===== config.mk =====
export PLATFORM = sky130hd
export DESIGN_NAME = run_length_counter
export DESIGN_NICKNAME = d
export VERILOG_FILES = /design/src/rtl/run_length_counter.sv
export SDC_FILE = /design/constraint.sdc
export NUM_CORES = 1
export LEC_CHECK = 0
export CORE_AREA = 2 2 39 41
export DETAILED_ROUTE_END_ITERATION = 12
export DIE_AREA = 0 0 41 43
export PLACE_DENSITY = 0.58
export RECOVER_POWER = 50
export SYNTH_ARGS = -nofsm -noshare
export SYNTH_HDL_FRONTEND = slang
export SYNTH_SLANG_ARGS = --single-unit
export TNS_END_PERCENT = 10

===== constraint.sdc =====
create_clock -name clk -period 2.2 [get_ports clk]
set_clock_uncertainty 0.1 [all_clocks]
set_input_delay 0.22 -clock clk [delete_from_list [all_inputs] [get_ports clk]]
set_output_delay 0.22 -clock clk [all_outputs]
set_load 0.05 [all_outputs]

===== src/rtl/run_length_counter.sv =====
// Counts consecutive identical samples, saturating one past the legal maximum.
module run_length_counter #(
  parameter int MAX_RUN = 16,
  parameter int RUN_W   = $clog2(MAX_RUN + 2)
) (
  input  logic             clk,
  input  logic             reset,
  input  logic             restart,
  input  logic             sample_en,
  input  logic             bit_in,
  output logic [RUN_W-1:0] run_len,
  output logic             overflow
);

  localparam logic [RUN_W-1:0] RUN_MAX = RUN_W'(MAX_RUN);
  localparam logic [RUN_W-1:0] RUN_SAT = RUN_W'(MAX_RUN + 1);
  localparam logic [RUN_W-1:0] RUN_ONE = RUN_W'(1);

  logic last_bit;
  logic same;

  // A zero run_len means no history yet, so the next sample starts a fresh run.
  assign same     = (bit_in == last_bit) && (run_len != '0);
  assign overflow = sample_en && !restart && same && (run_len == RUN_MAX);

  always_ff @(posedge clk) begin
    if (reset) begin
      run_len  <= '0;
      last_bit <= 1'b0;
    end else if (restart) begin
      run_len  <= sample_en ? RUN_ONE : '0;
      last_bit <= sample_en ? bit_in : 1'b0;
    end else if (sample_en) begin
      last_bit <= bit_in;
      if (!same)
        run_len <= RUN_ONE;
      else if (run_len != RUN_SAT)
        run_len <= run_len + RUN_ONE;
    end
  end

endmodule


==> results.md, run 1 <==
* Maximum number of pins on one net before global-route repair at 11
* Ratio of cells with drive above 1 in the final layout at between 10 and 15%
* FFs w/ async S/R, synth at 0%
* Die Wd at 41 um
* CTS sink count at 6
* Post-synthesis sequential area ratio at 27.7%
* Crit path max fanout at 9
* Area contributors post-synth: dfxtp_1 (28%), ha_1 (8.7%), mux2i_1 (4.6%), a31oi_1 (4.3%), nand4_1 (4.3%)
* RSZ-0062 raised after global routing: no
* Die area at 0.00176 mm2
* Core area at approximately 0.0014 mm2
* Critical path depth at 1
* Synth Warn # at 0
* Worst EP required at about 1.9 ns
* Hold Vio Cnt, Final at 0
* Via/cell ratio at between 5 and 6
* Minimum setup slack among reg-to-reg paths at between 0.3 and 0.4 ns
* Port Buffer Count at 10
* # diodes at 0
* Mean Syn Cell Area at 8.66 um2
* Synthesized area at 433 um2
* R2R Path End: run_len[3]$_SDFFE_PP0P_
* Relative slew margins at between 60% and 70%
* Drt first-iter violations at 5
* Ys flop type: dfxtp_1
* Slowest Stage Delay on Critical Path at about 0.86 ns
* Worst slack, placed at around 0.36 ns
* Reg-to-Reg Start: run_len[0]$_SDFFE_PP0P_
* Number of max-cap violations at 0
* Number of global-route vias before repair at around 390
* P_leak at around 0.00021 uW
* Max Freq at roughly 530 MHz
* Startpoint Class: flop
* Post-synth top cells: dfxtp_1 (6), inv_1 (4)
* First-pass DRT Iterations at 4
* Post-detailed-placement half-perimeter wirelength at roughly 700 um
* Tmin final at 1.90 ns
* Chip height at 43 um
* GRT Residual Overflow at 0
* Yosys top cell by area: dfxtp_1
* Final Total Pwr at ~270 uW
* Post-Syn Instances at 50
* IO Pins at 11
* Initial Util at 31.3%
* Status: finished, final reports clean
* Routed wire length per instance at 12.9 um
* Initial antenna violation count at 0
* Total GRT Usage at between 15 and 20%
* Worst slew pin tran at between 0.4 and 0.5 ns
* Cell-by-cell trace of the critical path: clkdlybuf4s50_1
* #FFs+latches synth at 6
* FP Rows at 14
* Final Setup Violations at 0
* PwrDens at 460 mW/mm2
* WS Path Type: reg -> out
* CP max stage cell: clkdlybuf4s50_1
* Clock tree root buffer cell: clkbuf_4
* Setup tns final at 0 ns
* Post-synth EDFFs at 0
* Crit-path leading delay family: buffers and inverters
* TritonCTS clock tree: built
* Final worst slack at 0.301 ns
* VDD IR-drop max at 0.194 mV
* Critical path arrival at 1.58 ns
* Worst Hold Launch: run_len[1]$_SDFFE_PP0P_
* Remaining DRCs at 0
* First-pass GRT wire length at between 1500 and 2000 um
* Post-layout util at a little over two fifths
* Resized Gates After CTS at 0
* Worst r2r path cells at 5
* GPL Wtd Cong at 0.692
* Unique masters post-synth at 27
* Worst-path clk slew at approximately 0.05 ns
* Hold WS at 0.451 ns
* Vias at 432
* Clock Path Buffers at 2
* Tightest Hold Check Type: reg -> reg
* Number of nets still failing antenna checks after routing at 0
* Final WL at 1020 um
* Max Slew Vio Count at 0
* Tcrit/Tclk final at between 80% and 90%
* Hold buffer count at CTS at 0
* WHS Endpoint: run_len[1]$_SDFFE_PP0P_
* Layout Nets at 73
* P&R area growth vs syn at 35.8%
* Clk Latency, worst-skew pair at 0.25 ns
* CP Capture Type: output port
* Top-count cell post-synth: dfxtp_1
* Crit path buf inv count at 1
* Hold Path Stages at 2
* Syn Nets at 58
* TritonCTS Buffers at 3
* Setup bufs post-CTS at 0
* Yosys top cell area share at roughly 28%
* CTS HTree Levels at 1
[state kept, by name, summed over array words and instances, names as in the netlist]
name and count:
last_bit 1, run_len 5
[area by class of cell]
class / instances / area (um2)
Inverter: 5 / 18.8
Sequential cell: 6 / 120
Multi-Input combinational cell: 38 / 289
Tap cell: 16 / 20.0
Fill cell: 145 / 796
Timing Repair Buffer: 11 / 118
Clock buffer: 3 / 22.5
[placed cells by master, fill, tap and decap left out, types with 2 or more instances in the layout]
cell type	count
nand3_1	3
mux2i_1	2
nor3b_1	2
nor2b_1	2
o32ai_1	2
dfxtp_1	6
nand2b_1	2
nand2_1	2
clkdlybuf4s50_1	8
a31oi_1	3
inv_1	4
clkbuf_4	3
nor2_1	2
nand4_1	3
ha_1	3
[power by group]
part / internal [uW] / total (uW) / leakage (uW) / switching [uW]
sequential: 111 / 114 / 0.0000488 / 3.06
combinational: 21.7 / 49.2 / 0.000146 / 27.5
clock: 62.1 / 107 / 0.0000138 / 45.2
total: 195 / 271 / 0.000209 / 75.7
[metrics by stage]
step / instances / instance area (um2)
after global routing: 79 / 588
after CTS: 79 / 596
after global placement: 76 / 573
final: 79 / 588
after detailed placement: 76 / 573
after floorplan: 50 / 439
[metal layers]
| metal | up-vias | GRT usage, % | wire length (um) |
|---|---|---|---|
| li1 | 218 | - | - |
| met1 | 203 | 23.0 | 503 |
| met2 | 9 | 19.7 | 475 |
| met3 | 2 | 4.71 | 30 |
| met4 | 0 | 10.0 | 9 |
| met5 | - | 0 | 0 |
[cells by family after synthesis]
kind of cell	share of synthesized area (%)
AOI/OAI and AO/OA	17.6
and+or+nand+nor	34.1
muxes	4.62
xor gates and xnor gates	2.02
adders and majority gates	8.67
buffers and inverters	5.20
DFF	27.7
[worst max-delay path by stage]
stage | from | to | slack (ns)
2_1_floorplan | last_bit$_SDFFE_PP0P_ | overflow | 0.03
5_1_grt | run_len[2]$_SDFFE_PP0P_ | run_len[2] | 0.22
3_3_place_gp | bit_in | overflow | 0.37
4_1_cts | run_len[2]$_SDFFE_PP0P_ | run_len[2] | 0.28
6_report | run_len[2]$_SDFFE_PP0P_ | run_len[2] | 0.30
3_5_place_dp | bit_in | overflow | 0.36
No activity file was read; power rests on OpenSTA's default activity.
==> run 2, diff against run 1 <==
- CTS_CLUSTER_SIZE: default -> 40
==> results of run 2 <==
Final layout, timing and power as in run 1 (identical DEF).
==> run 3, diff against run 2 <==
- CTS_CLUSTER_DIAMETER: default -> 30
- GPL_ROUTABILITY_DRIVEN: default -> 0
==> results of run 3 <==
Final layout, timing and power as in run 1 (identical DEF).
